[src/rtl/pipe_if_stage_q.sv]
// Instruction-fetch stage: PC/next-PC selection, single-outstanding imem
// request/grant/response handshake, and a DEPTH-entry fetch queue feeding decode.
module pipe_if_stage_q #(
    parameter int              XLEN     = 32,
    parameter int              DEPTH    = 4,
    parameter logic [XLEN-1:0] RESET_PC = '0,
    parameter logic [XLEN-1:0] EXC_BASE = XLEN'(32'h0000_0008)
) (
    input  logic            clk,
    input  logic            rst,
    input  logic [1:0]      pcsource,
    input  logic [1:0]      selpc,
    input  logic [XLEN-1:0] bpc,
    input  logic [XLEN-1:0] da,
    input  logic [XLEN-1:0] jpc,
    input  logic [XLEN-1:0] epc,
    output logic            imem_req,
    output logic [XLEN-1:0] imem_addr,
    input  logic            imem_gnt,
    input  logic            imem_rvalid,
    input  logic [XLEN-1:0] imem_rdata,
    output logic            if_valid,
    input  logic            if_ready,
    output logic [XLEN-1:0] if_inst,
    output logic [XLEN-1:0] if_pc,
    output logic [XLEN-1:0] if_pc4
);
    localparam int              PW        = (DEPTH > 1) ? $clog2(DEPTH) : 1;
    localparam int              CW        = $clog2(DEPTH + 1);
    localparam logic [CW:0]     DEPTH_OCC = (CW + 1)'(DEPTH);
    localparam logic [XLEN-1:0] FOUR      = XLEN'(4);

    function automatic logic [PW-1:0] ptr_inc(input logic [PW-1:0] p);
        return (p == PW'(DEPTH - 1)) ? '0 : p + PW'(1);
    endfunction

    logic [XLEN-1:0] pc_q, pc_d;
    logic [XLEN-1:0] req_pc_q, req_pc_d;
    logic [PW-1:0]   head_q, head_d, tail_q, tail_d;
    logic [CW-1:0]   count_q, count_d;
    logic            outstanding_q, outstanding_d;
    logic            discard_q, discard_d;
    logic [XLEN-1:0] inst_q     [DEPTH];
    logic [XLEN-1:0] entry_pc_q [DEPTH];

    logic            redir, grant, push, pop;
    logic [XLEN-1:0] target;
    logic [CW:0]     occ;

    always_comb begin
        redir  = (selpc == 2'b01) | (selpc == 2'b10) | (pcsource != 2'b00);
        target = pc_q;
        if (selpc == 2'b01) begin
            target = epc;
        end else if (selpc == 2'b10) begin
            target = EXC_BASE;
        end else begin
            unique case (pcsource)
                2'b01:   target = bpc;
                2'b10:   target = da;
                2'b11:   target = jpc;
                default: target = pc_q;
            endcase
        end
    end

    // The outstanding request already owns a queue slot, so occupancy counts it.
    always_comb begin
        occ       = {1'b0, count_q} + {{CW{1'b0}}, outstanding_q};
        imem_req  = !rst && !redir && (!outstanding_q || imem_rvalid) && (occ < DEPTH_OCC);
        imem_addr = pc_q;
        grant     = imem_req && imem_gnt;
        push      = imem_rvalid && !redir && !discard_q;
        if_valid  = !rst && (count_q != '0);
        pop       = if_valid && if_ready;
        if_inst   = if_valid ? inst_q[head_q] : '0;
        if_pc     = if_valid ? entry_pc_q[head_q] : '0;
        if_pc4    = if_valid ? entry_pc_q[head_q] + FOUR : '0;
    end

    always_comb begin
        pc_d          = pc_q;
        req_pc_d      = req_pc_q;
        head_d        = head_q;
        tail_d        = tail_q;
        count_d       = count_q;
        outstanding_d = outstanding_q;
        discard_d     = discard_q;
        if (redir) begin
            pc_d          = target;
            head_d        = '0;
            tail_d        = '0;
            count_d       = '0;
            // A response still in flight belongs to the old path and must be dropped.
            outstanding_d = outstanding_q && !imem_rvalid;
            discard_d     = outstanding_q && !imem_rvalid;
        end else begin
            if (imem_rvalid) begin
                outstanding_d = 1'b0;
                discard_d     = 1'b0;
            end
            if (grant) begin
                pc_d          = pc_q + FOUR;
                req_pc_d      = pc_q;
                outstanding_d = 1'b1;
            end
            if (push) tail_d = ptr_inc(tail_q);
            if (pop)  head_d = ptr_inc(head_q);
            unique case ({push, pop})
                2'b10:   count_d = count_q + CW'(1);
                2'b01:   count_d = count_q - CW'(1);
                default: count_d = count_q;
            endcase
        end
    end

    always_ff @(posedge clk) begin
        if (rst) begin
            pc_q          <= RESET_PC;
            req_pc_q      <= RESET_PC;
            head_q        <= '0;
            tail_q        <= '0;
            count_q       <= '0;
            outstanding_q <= 1'b0;
            discard_q     <= 1'b0;
        end else begin
            pc_q          <= pc_d;
            req_pc_q      <= req_pc_d;
            head_q        <= head_d;
            tail_q        <= tail_d;
            count_q       <= count_d;
            outstanding_q <= outstanding_d;
            discard_q     <= discard_d;
        end
    end

    always_ff @(posedge clk) begin
        if (!rst && push) begin
            inst_q[tail_q]     <= imem_rdata;
            entry_pc_q[tail_q] <= req_pc_q;
        end
    end
endmodule

[config.mk]
export PLATFORM = sky130hd
export DESIGN_NAME = pipe_if_stage_q
export DESIGN_NICKNAME = d
export VERILOG_FILES = /design/src/rtl/pipe_if_stage_q.sv
export SDC_FILE = /design/constraint.sdc
export NUM_CORES = 1
export LEC_CHECK = 0
export CAP_MARGIN = 0
export CELL_PAD_IN_SITES_DETAIL_PLACEMENT = 1
export CELL_PAD_IN_SITES_GLOBAL_PLACEMENT = 2
export CORE_MARGIN = 2
export CORE_UTILIZATION = 25
export CTS_CLUSTER_SIZE = 12
export DETAILED_ROUTE_END_ITERATION = 8
export PLACE_DENSITY_LB_ADDON = 0.1
export SETUP_SLACK_MARGIN = 0.1
export SYNTH_ARGS = -nofsm -noshare
export SYNTH_HDL_FRONTEND = slang
export SYNTH_SLANG_ARGS = --single-unit
[constraint.sdc]
create_clock -name clk -period 6.7 [get_ports clk]
set_input_delay 0.67 -clock clk [delete_from_list [all_inputs] [get_ports clk]]
set_output_delay 0.67 -clock clk [all_outputs]
set_load 0.005 [all_outputs]
==> summary.txt <==
Flops & latches, synth -> 331
Vias in the first global route -> 11319
Final HPWL from detailed placement -> 33.64 mm
Final worst-path cycle share -> 0.7764
Max Root-Sink Buffers -> 3
Sequential area share after synthesis -> 0.6126
Sequential Area -> 0.009196 mm²
Total GRT Usage -> 0.1542
YS warnings -> 0
Tmin final -> 5.202 ns
CP Capture Type -> primary output
Leak Pwr -> 6.542 nW
Worst VDD drop -> 0.1157 mV
Maximum single-stage delay on the critical path -> 0.91 ns
Clock-pin slew on the worst setup and hold paths -> 0.06 ns
Mapped Cells -> 1145
RSZ-0062 raised after global routing -> false
Worst Path Arrival -> 4.53 ns
Vias per cell -> 4.713
WP data required -> 6.03 ns
Synth async-reset ratio -> 0
Multi-input logic area -> 0.005379 mm²
Buffers and inverters on the worst path -> 1
Power per standard cell area -> 233.2 mW/mm²
Post-layout util -> 0.3374
Starting Density -> 0.2537
Status -> finished, final reports clean
Max Freq -> 0.1922 GHz
Synthesized area -> 0.01500 mm²
Ant diodes -> 0
R2R Setup Slk -> 3.31 ns
Core Rows -> 89
Post-Syn Area per Cell -> 13.10 µm²
Inserted Clock Buffers -> 38
Worst-margin pin slew -> 1.212 ns
PostCTS Resize Cnt -> 0
Wirelength per Cell -> 21.59 µm
HP Class -> reg2reg
R2R depth -> 12
Initial antenna violation count -> 0
Non-Filler Cell Area, Final -> 0.01995 mm²
Crit path max fanout -> 42
Worst Setup Start Kind -> flip-flop
Final std cells w/o fill -> 2222
Clk_lat worst skew -> 0.54 ns
DRT Pass-1 Iters -> 4
Area post-placement -> 0.01873 mm²
CP Cell Sequence -> mux4_2 > ha_1 > nand2_1 > o22ai_1 > nand4_1 > or4_1 > a21oi_1 > clkdlybuf4s50_1
Setup Skew -> 0.008708 ns
Clk sinks -> 331
PortBufs -> 298
Core ar. -> 0.05913 mm²
RD Place Congestion -> 0.7234
Die area -> 0.06198 mm²
Aggregate routed wire length -> 47.96 mm
CP Depth -> 8
Reg-to-reg startpoint -> count_q[2]$_SDFFE_PP0P_
Max-slew violation count -> 0
Post-synth cell types -> 66
Max cap viols -> 0
FF-to-FF End -> count_q[2]$_SDFFE_PP0P_
Antenna-violating nets left -> 0
Syn nets -> 1325
Ports -> 299
Layout Nets -> 1601
Largest net degree at the start of global routing -> 67
Drc violations -> 0
Die height -> 249.0 µm
Hold_buf cts -> 0
Vias -> 10473
Post-synth EDFFs -> 256
Post-CTS Setup Bufs -> 0
Critical path class -> reg2out
Share of post-route cells with drive strength above 1 -> 0.1180
Area Growth Syn to Fin -> 33.01%
Root buf cell -> clkbuf_16
Ys flop type -> edfxtp_1
H-tree depth -> 2
CTS tree -> done
First-pass GRT wire length -> 72.68 mm
Placed cell count -> 2154
Cell family with most CP delay -> simple AND/OR/NAND/NOR gates
DR iter-0 viols -> 467
Setup violations, final -> 0
TNS Setup -> 0 ns
CP Capture Point -> if_pc4[20]
Layout filler cell count -> 6298
CP max stage cell -> dfxtp_4
Die X -> 249.0 µm
Final hold violations -> 0
Aggregate global routing overflow -> 0
Slew headroom -> 0.1921
==> cell usage in the layout, fill, tap and decap left out, types with 5 or more instances in the layout <==
cell / Yosys / final
o31ai_1: 8 / 8
and3_1: 7 / 7
dfxtp_1: 75 / 73
or3_1: 6 / 6
xor2_1: 6 / 6
a221o_1: 7 / 7
a211o_1: 9 / 9
mux2i_1: 37 / 37
inv_1: 19 / 18
edfxtp_1: 256 / 256
o21ai_0: 32 / 32
clkbuf_16: 0 / 38
ha_1: 10 / 10
a211oi_1: 14 / 14
a221oi_1: 6 / 6
nand2_1: 110 / 110
nand3_1: 21 / 21
and4_1: 8 / 8
o221a_2: 5 / 5
nor3_1: 22 / 22
mux4_2: 63 / 63
clkinv_1: 0 / 5
mux2_2: 12 / 12
clkbuf_1: 52 / 11
a21oi_1: 105 / 105
clkdlybuf4s50_1: 0 / 295
buf_4: 4 / 20
nor2_1: 77 / 77
and2_1: 68 / 64
a31oi_1: 5 / 5
nor4_1: 5 / 5
nand4_1: 15 / 15
==> kinds of logic after synthesis <==
family	share of synthesized area
XOR/XNOR	0.005255
AO/OA/AOI/OAI	0.09442
buffers and inverters	0.02953
flip-flops	0.6126
adder cells (fa/ha/maj)	0.009676
multiplexers	0.1300
AND/OR/NAND/NOR	0.1185
==> how the worst min path moves through the flow <==
stage                                         start                    endpoint  slack, ns  cells past startpoint
after floorplan              head_q[1]$_SDFFE_PP0P_                   flip-flop       0.45                      2
after global placement     req_pc_q[8]$_SDFFE_PP0P_  entry_pc_q[2][8]$_DFFE_PP_       0.48                      0
after detailed placement   req_pc_q[8]$_SDFFE_PP0P_    req_pc_q[8]$_SDFFE_PP0P_       0.51                      2
after CTS                  req_pc_q[8]$_SDFFE_PP0P_    req_pc_q[8]$_SDFFE_PP0P_       0.52                      2
after global routing      imem_addr[0]$_SDFFE_PP0P_    req_pc_q[0]$_SDFFE_PP0P_       0.54                      2
final                      req_pc_q[8]$_SDFFE_PP0P_    req_pc_q[8]$_SDFFE_PP0P_       0.51                      2
==> power breakdown <==
group / internal, mW / total, mW / leakage (nW) / switching, mW
clock: 1.22 / 2.05 / 0.581 / 0.834
combinational: 0.183 / 0.333 / 2.91 / 0.150
sequential: 2.22 / 2.27 / 3.06 / 0.0461
total: 3.62 / 4.65 / 6.54 / 1.03
==> routing by layer <==
| layer | vias to the layer above | wire length [µm] | global-route usage |
|---|---|---|---|
| met5 | - | 0 | 0 |
| met4 | 0 | 1074 | 0.04606 |
| met3 | 56 | 2384 | 0.02957 |
| met2 | 249 | 24350 | 0.2764 |
| met1 | 5235 | 20160 | 0.1869 |
| li1 | 4933 | - | - |
==> state kept, by name (all words and copies together) (netlist names), named ones only <==
register and count:
entry_pc_q 128, inst_q 128, tail_q 2, count_q 3, discard_q 1, outstanding_q 1, head_q 2, req_pc_q 32
imem_addr 32
==> worst min-delay path, cell delays in order, from the launching register on <==
cell,delay (ns)
dfxtp_1,0.34
nand2_1,0.07
a21oi_1,0.06
==> stage by stage <==
stage / hold WS, ns / power (mW) / setup WS [ns]
2_1_floorplan: 0.4541 / 2.425 / 2.962
3_3_place_gp: 0.4777 / 2.651 / 1.938
3_5_place_dp: 0.5071 / 2.655 / 1.933
4_1_cts: 0.5155 / 4.749 / 1.327
5_1_grt: 0.5401 / 4.843 / 1.023
6_report: 0.5102 / 4.653 / 1.498
==> Yosys cell counts, drive strengths merged, types with 4 or more instances <==
library cell  count  area [µm²]
a21oi           105       525.5
nor3             22       110.1
o221a             5       56.30
and3              7       43.79
and2             69       431.7
xor2              6       52.55
nand4            15       93.84
mux4             64        1445
nor2             78       295.3
or3               6       37.54
and4              8       70.07
nand3            21       105.1
mux2             12       135.1
clkbuf           52       195.2
ha               10       125.1
or2               4       25.02
a221o             7       70.07
nand2b            4       25.02
o211ai            4       30.03
a211oi           14       105.1
dfxtp            75        1501
buf              30       176.4
mux2i            37       370.4
or4               4       30.03
o21ai            32       160.2
a31oi             5       31.28
a211o             9       78.83
edfxtp          256        7687
nor4              5       31.28
nand2           110       412.9
o31ai             8       60.06
inv              19       71.32
a221oi            6       52.55
==> layout make-up <==
type	count	area share
Timing Repair Buffer	318	0.1563
Sequential cell	331	0.4609
Clock buffer	50	0.05042
Inverter	19	0.003575
Tap cell	773	0.04848
Multi-Input combinational cell	713	0.2696
Clock inverter	18	0.01072
Note: power is estimated with default switching activity, not from simulation.
